<file path="config.mk">
export PLATFORM = sky130hd
export DESIGN_NAME = cacheline_adapter
export DESIGN_NICKNAME = d
export VERILOG_FILES = /design/src/rtl/rv32i_types.sv /design/src/rtl/cacheline_adapter.sv
export SDC_FILE = /design/constraint.sdc
export NUM_CORES = 1
export LEC_CHECK = 0
export CORE_UTILIZATION = 30
export CTS_BUF_LIST = sky130_fd_sc_hd__clkbuf_4
export CTS_CLUSTER_SIZE = 14
export DETAILED_ROUTE_END_ITERATION = 7
export RECOVER_POWER = 100
export SYNTH_ARGS = -nofsm -noshare
export SYNTH_HDL_FRONTEND = slang
export SYNTH_SLANG_ARGS = --single-unit
</file>
<file path="constraint.sdc">
create_clock -name clk -period 3.6 [get_ports clk]
set_input_delay 0.72 -clock clk [delete_from_list [all_inputs] [get_ports clk]]
set_output_delay 0.72 -clock clk [all_outputs]
set_load 0.01 [all_outputs]
</file>
<file path="src/rtl/rv32i_types.sv">
// Shared RV32I types and memory-side constants.
// Line/burst widths used by the cacheline adapter live here.
package rv32i_types;

    typedef logic [31:0] rv32i_word;

    typedef logic [255:0] cacheline_t;
    typedef logic [63:0]  burst_t;

    localparam int BURST_LEN = 4;

    typedef enum logic [1:0] {
        IDLE,
        READ,
        WRITE,
        DONE
    } adapter_state_t;

    // Lines are 32 bytes, so memory only ever sees line-aligned addresses.
    function automatic rv32i_word line_align(input rv32i_word a);
        return {a[31:5], 5'b0};
    endfunction

endpackage

</file>
<file path="src/rtl/cacheline_adapter.sv">
// Splits one cacheline read/write into a 4-beat memory burst.
// Line data is buffered both ways; arbiter gets a 1-cycle resp.
module cacheline_adapter
    import rv32i_types::*;
#(
    parameter int LINE_WIDTH  = 256,
    parameter int BURST_WIDTH = 64
) (
    input  logic                   clk,
    input  logic                   rst_n,

    input  logic                   read_i,
    input  logic                   write_i,
    input  logic [31:0]            address_i,
    input  logic [LINE_WIDTH-1:0]  line_i,
    output logic [LINE_WIDTH-1:0]  line_o,
    output logic                   resp_o,

    input  logic [BURST_WIDTH-1:0] burst_i,
    input  logic                   resp_i,
    output logic [BURST_WIDTH-1:0] burst_o,
    output logic [31:0]            address_o,
    output logic                   read_o,
    output logic                   write_o
);

    localparam int CNT_W = $clog2(BURST_LEN);
    localparam logic [CNT_W-1:0] LAST_BEAT = CNT_W'(BURST_LEN - 1);

    adapter_state_t        state_q, state_d;
    logic [CNT_W-1:0]      count_q, count_d;
    logic [LINE_WIDTH-1:0] buf_q, buf_d;
    logic [LINE_WIDTH-1:0] line_q, line_d;
    rv32i_word             addr_q, addr_d;
    logic                  last_beat;

    assign last_beat = resp_i && (count_q == LAST_BEAT);

    always_comb begin
        state_d = state_q;
        count_d = count_q;
        buf_d   = buf_q;
        line_d  = line_q;
        addr_d  = addr_q;

        unique case (state_q)
            IDLE: begin
                if (write_i) begin
                    buf_d   = line_i;
                    addr_d  = line_align(address_i);
                    count_d = '0;
                    state_d = WRITE;
                end else if (read_i) begin
                    addr_d  = line_align(address_i);
                    count_d = '0;
                    state_d = READ;
                end
            end
            READ: begin
                if (resp_i) begin
                    buf_d[count_q*BURST_WIDTH +: BURST_WIDTH] = burst_i;
                    count_d = count_q + 1'b1;
                end
                // Publish the full line only when the last beat lands.
                if (last_beat) begin
                    line_d  = buf_d;
                    state_d = DONE;
                end
            end
            WRITE: begin
                if (resp_i) begin
                    count_d = count_q + 1'b1;
                end
                if (last_beat) begin
                    state_d = DONE;
                end
            end
            DONE: begin
                state_d = IDLE;
            end
            default: begin
                state_d = IDLE;
            end
        endcase
    end

    always_ff @(posedge clk or negedge rst_n) begin
        if (!rst_n) begin
            state_q <= IDLE;
            count_q <= '0;
            buf_q   <= '0;
            line_q  <= '0;
            addr_q  <= '0;
        end else begin
            state_q <= state_d;
            count_q <= count_d;
            buf_q   <= buf_d;
            line_q  <= line_d;
            addr_q  <= addr_d;
        end
    end

    always_comb begin
        read_o    = 1'b0;
        write_o   = 1'b0;
        resp_o    = 1'b0;
        burst_o   = '0;
        address_o = addr_q;
        line_o    = line_q;

        unique case (state_q)
            READ: begin
                read_o = 1'b1;
            end
            WRITE: begin
                write_o = 1'b1;
                burst_o = buf_q[count_q*BURST_WIDTH +: BURST_WIDTH];
            end
            DONE: begin
                resp_o = 1'b1;
            end
            default: begin
            end
        endcase
    end

endmodule
</file>
## Yosys cells after proc, flatten, opt, wreduce, memory -nomap -nowiden

Cells that the tools add are included.

| word-level totals | value |
|---|---|
| word-level logic and storage cells | 47 |
| flip-flop bits (word level) | 548 |
| input port bits | 357 |
| output and inout port bits | 355 |

| operators by class | value |
|---|---|
| muxes and demuxes | 18 |
| equality and inequality tests | 8 |
| reduce and logical (&&, ||, !) cells | 11 |
| add/sub/neg operators | 2 |
| shift-type cells | 3 |

Operators by type and width:

| operator | count |
|---|---|
| 2-to-1 mux 256 bit | 2 |
| case mux 256 bit (2 select lines) | 1 |
| bitwise mux 256 bit | 1 |
| variable shift 64 x 34 -> 256 bit (first input constant) | 1 |
| variable part select 256 x 9 -> 64 bit | 1 |
| variable part select 64 x 34 -> 256 bit | 1 |
| 2-to-1 mux 32 bit | 2 |
| 2-to-1 mux 64 bit | 1 |
| negator 8 -> 34 bit | 1 |
| 2-to-1 mux 2 bit | 6 |
| AND reduction 2 bit | 4 |
| == test 2 bit (second input constant) | 3 |
| case mux 2 bit (3 select lines) | 1 |
| nonzero test 2 bit | 3 |
| inequality test 2 x 1 -> 1 bit (second input constant) | 2 |
| case mux 2 bit (2 select lines) | 1 |
| 2-to-1 mux 1 bit | 3 |
| inequality test 3 bit (second input constant) | 1 |
| AND reduction 3 bit | 1 |
| adder 2 x 1 -> 2 bit (second input constant) | 1 |
| == test 2 x 1 -> 1 bit (second input constant) | 1 |
| zero test 2 bit | 1 |
| inequality test 2 bit (second input constant) | 1 |
| OR reduction 2 bit | 1 |
| logical AND 1 bit | 1 |

## Depth between registers and ports, before layout

| depth | value |
|---|---|
| depth after elaboration | 5 |
| mapped depth | 10 |
| mapped depth without buffers | 5 |

## Worst setup path after synthesis

No wires, ideal clock.

| path | value |
|---|---|
| path type | register -> register |
| from | register count_q[1] |
| to | register buf_q[10] |
| arrival time | 2410 ps |
| cell stages (with the launch flop) | 10 |
| period minus slack after synthesis | 2536 ps |
| path buffers | 4 |
| setup slack | 1064 ps |
| library setup time | 126 ps |
| data required time | 3474 ps |
| cells stage by stage | dfrtp_1 buf_2 buf_1 inv_1 ha_1 and4bb_1 and4b_1 buf_2 buf_2 a221o_1 |

| on the way | value |
|---|---|
| longest elaborated chain between the ends | 5 |
| elaborated cells on any way between the ends | 6 |
| those cells by class | add/sub: 1; shift: 2; mux: 3 |

RTL lines:

| element | RTL line | source |
|---|---|---|
| start: declaration | cacheline_adapter.sv:31 | `logic [CNT_W-1:0] count_q, count_d;` |
| start signal: assignment | cacheline_adapter.sv:96 | `count_q <= count_d;` |
| negator 8 -> 34 bit (*) | cacheline_adapter.sv:61 | `buf_d[count_q*BURST_WIDTH +: BURST_WIDTH] = burst_i;` |
| variable part select 64 x 34 -> 256 bit or variable shift 64 x 34 -> 256 bit (tied branches) | cacheline_adapter.sv:61 |  |
| bitwise mux 256 bit (*) | cacheline_adapter.sv:61 |  |
| 2-to-1 mux 256 bit (*) | cacheline_adapter.sv:60 | `if (resp_i) begin` |
| case mux 256 bit (2 select lines) (*) | cacheline_adapter.sv:46 | `unique case (state_q)` |
| end signal: assignment | cacheline_adapter.sv:97 | `buf_q <= buf_d;` |
| end: declaration | cacheline_adapter.sv:32 | `logic [LINE_WIDTH-1:0] buf_q, buf_d;` |

Every way passes the cells marked *; elsewhere a longest branch is shown, timed or not.
A chain may end at the register's enable or synchronous reset.

## Worst setup path after layout

| path | value |
|---|---|
| from | register count_q[0] |
| to | output burst_o[19] |

| on the way | value |
|---|---|
| longest elaborated chain between the ends | 2 |

RTL lines:

| element | RTL line | source |
|---|---|---|
| variable part select 256 x 9 -> 64 bit | cacheline_adapter.sv:117 | `burst_o = buf_q[count_q*BURST_WIDTH +: BURST_WIDTH];` |
| 2-to-1 mux 64 bit | cacheline_adapter.sv:111 | `unique case (state_q)` |
| end: declaration | cacheline_adapter.sv:21 | `output logic [BURST_WIDTH-1:0] burst_o,` |

Every way passes these cells.

==> results.md <==
- Failing checks: max-capacitance violations, max-slew violations, negative setup slack
- Post-synth top area cell: dfrtp_1
- Met2 wire length: 63.0 mm
- Row Count: 113
- Total CTS buffers: 159
- Met3 routed WL: 13.1 mm
- Critical-path cell list: buf_12 -> buf_8 -> buf_16 -> buf_12 -> mux4_2 -> and2_4 -> buf_6
- Area growth syn-to-layout: 35.4%
- Status: finished with violations
- Final period utilization: 1.00
- Startpoint Class: flip-flop
- First-pass GRT wire length: 196 mm
- Crit path depth: 7
- Clock tree sinks: 543
- Largest net degree at the start of global routing: 122
- Minimum clock period: 3.61 ns
- Syn Std Cell Area: 0.0289 mm^2
- Die width: 312 um
- Post-Route WL: 134 mm
- Buf/Inv on CP: 5
- Seq/Total Area, Yosys: 0.471
- Sequential share of power: 0.321
- Cell variety after synth: 45
- Met1 wire length: 52.8 mm
- Slew margin rel.: -0.287
- RSZ-0062 raised after global routing: yes
- CP Capture Type: primary output
- Root Driver: clkbuf_4
- Most common cell after layout, fill and taps aside: clkdlybuf4s50_1
- DRC violations left: 0
- Ys Warns: 0
- Async S/R FF share, synth: 1.00
- Static Leak: 15.5 nW
- Worst vdd ir: 0.898 mV
- Fin. max-slew vios: 62
- CTS tree: done
- Vias per inst: 5.82
- Post-synthesis average cell area: 10.0 um^2
- Final TNS setup: -0.0140 ns
- Net Sw Frac: 0.414
- Chip height: 312 um
- Gate power share: 0.492
- DR WL/cell: 27.7 um
- Starting density of the core: 0.303
- Global Route Usage Sum: 0.270
- Routed Antenna Nets: 0
- Crit-path leading delay family: buffers and inverters
- Dpl ws: 0.474 ns
- Most frequent cells in the layout: clkdlybuf4s50_1, dfrtp_1, a21oi_1, nor2_1, clkbuf_4
- Crit Path Max Fanout: 5
- CP Class: reg -> out
- Post-Synthesis Cells: 2,874
- Setup ws final: -0.00752 ns
- Max-Cap Viols: 1
- Total global routing overflow: 0
- DP Wirelength: 81.5 mm
- Routability cong.: 0.856
- Top cell type's share of synthesized area: 0.471
- First DRT Iteration DRCs: 2,934
- Detailed Routing Iterations Pass 1: 6
- R2r worst-path depth: 8
- Pwr per Cell Area: 823 mW/mm^2
- Die area: 0.0975 mm^2
- CTS max path bufs: 3
- Switch Pwr: 13.3 mW
- Worst hold path cell count: 4
- Core Region: 0.0952 mm^2
- Initial antenna violation count: 29
- H-tree lvl count: 4
- Hold slack: 0.125 ns
- Worst path max stage delay: 0.52 ns
- Max Clock Freq: 0.277 GHz
- Via count: 28,300
- Vias in the first global route: 28,200
- Post-synth EDFFs: 0
- Clock share of power: 0.187
- Worst-Margin Slew: 1.93 ns
- #FFs+latches synth: 543
- Clk slew on worst S/H paths: 0.06 ns
- Int Pwr: 18.8 mW
- Crit path max-delay cell type: dfrtp_4
- Hold Vio Cnt, Final: 0
- Top FF cell, synth: dfrtp_1
- Cell mode on critical path: buf_12
- Synth top area cells: dfrtp_1, mux4_2, a21oi_1
- Worst-Skew Late Latency: 1.09 ns
- Setup violators final: 4
- Worst Hold Class: in -> reg
- WP data arrival: 2.89 ns
- Highest metal used: met5
- Layout cells sized above 1: 0.154
- PortBufs: 701
- Final net count: 3,821
- I/O Pins: 712
- Clock Skews: 0.0536 ns
- WP data required: 2.88 ns
[stage by stage]
stage / std cells / total power, mW / utilization / cell area, um^2
final: 4852 / 32.2 / 0.411 / 39100
after floorplan: 2878 / 18.4 / - / 28900
after detailed placement: 4519 / 25.4 / 0.385 / 36700
after global placement: 4519 / 25.2 / 0.385 / 36700
after CTS: 4823 / 32.2 / 0.412 / 39200
after global routing: 4850 / 33.7 / 0.411 / 39100
[flip-flops by register name (all words and copies together), names as in the netlist]
name,count
address_o,27
buf_q,256
count_q,2
line_o,256
state_q,2
[cells by family after synthesis]
logic type      after synthesis  synth area share
compound gates              974             0.250
mux                          93            0.0611
simple gates                857             0.148
flops                       543             0.471
fa+ha+maj                     9           0.00390
other cells                   1          0.000130
buf+inv                     397            0.0666
[path summary, 6_finish.rpt]
check,from,endpoint,slack (ns)
setup / recovery,count_q[0],burst_o[19],-0.008
hold / removal,write_i,state_q[0],0.13
setup reg to reg,count_q[0],line_o[165],0.04
hold reg to reg,line_o[192],line_o[192],0.48
max in group asynchronous,rst_n,buf_q[74],0.32
min in group asynchronous,rst_n,line_o[226],0.64
[metal layers]
| layer | track usage | up-vias |
|---|---|---|
| li1 | - | 12000 |
| met3 | 0.0744 | 335 |
| met4 | 0.127 | 16 |
| met1 | 0.344 | 14200 |
| met5 | 0 | - |
| met2 | 0.423 | 1733 |
[power groups by stage]
stage	Clock (mW)	Combinational, mW	Sequential (mW)
6_report	6.03	15.8	10.3
4_1_cts	6.14	15.8	10.3
3_5_place_dp	0	15.0	10.4
5_1_grt	6.46	16.7	10.6
3_3_place_gp	0	14.8	10.4
2_1_floorplan	0	8.22	10.2
[synthesized netlist by cell type, types with 2 or more instances]
| master | count |
|---|---|
| buf_2 | 89 |
| mux4_2 | 64 |
| o31ai_1 | 65 |
| mux2_2 | 27 |
| a21oi_1 | 260 |
| buf_1 | 28 |
| and2_1 | 130 |
| a221o_1 | 128 |
| inv_1 | 8 |
| dfrtp_1 | 543 |
| a21boi_0 | 127 |
| a2bb2oi_1 | 63 |
| clkbuf_1 | 196 |
| mux2i_1 | 2 |
| nor2b_1 | 2 |
| o22ai_1 | 3 |
| buf_4 | 60 |
| nand2_1 | 200 |
| nor2_1 | 253 |
| a311oi_1 | 125 |
| nand4_1 | 63 |
| buf_6 | 12 |
| a22o_1 | 2 |
| o2bb2ai_1 | 63 |
| and3b_1 | 3 |
| a21o_1 | 3 |
| clkbuf_2 | 4 |
| nand2b_1 | 64 |
| nand3b_1 | 65 |
| a32oi_1 | 65 |
| o21ai_0 | 66 |
| nand3_1 | 70 |
| ha_1 | 9 |
[tightest hold or removal path, cell delays in order]
cell and delay [ns]:
buf_4 0.17, nand2_1 0.08, o22ai_1 0.07, a21oi_1 0.12
[timing repair]
| item | CTS | global route |
|---|---|---|
| hold endpoints to repair | 50 | 0 |
| hold buffers | 1 | 0 |
| buffers inserted | 31 | 4 |
| gates cloned | 5 | 0 |
| pin swaps | 1 | 1 |
| gates resized for setup | 313 | 5 |
| setup endpoints to repair | 66 | 24 |
[area by class of cell]
| class | count | area, um^2 |
|---|---|---|
| Antenna cell | 26 | 65.1 |
| Fill cell | 9334 | 56100 |
| Clock inverter | 39 | 240 |
| Multi-Input combinational cell | 1938 | 13600 |
| Sequential cell | 543 | 13600 |
| Timing Repair Buffer | 805 | 8220 |
| Clock buffer | 228 | 1710 |
| Tap cell | 1265 | 1580 |
| Inverter | 8 | 35.0 |
Power figures use the tool's default switching activity.
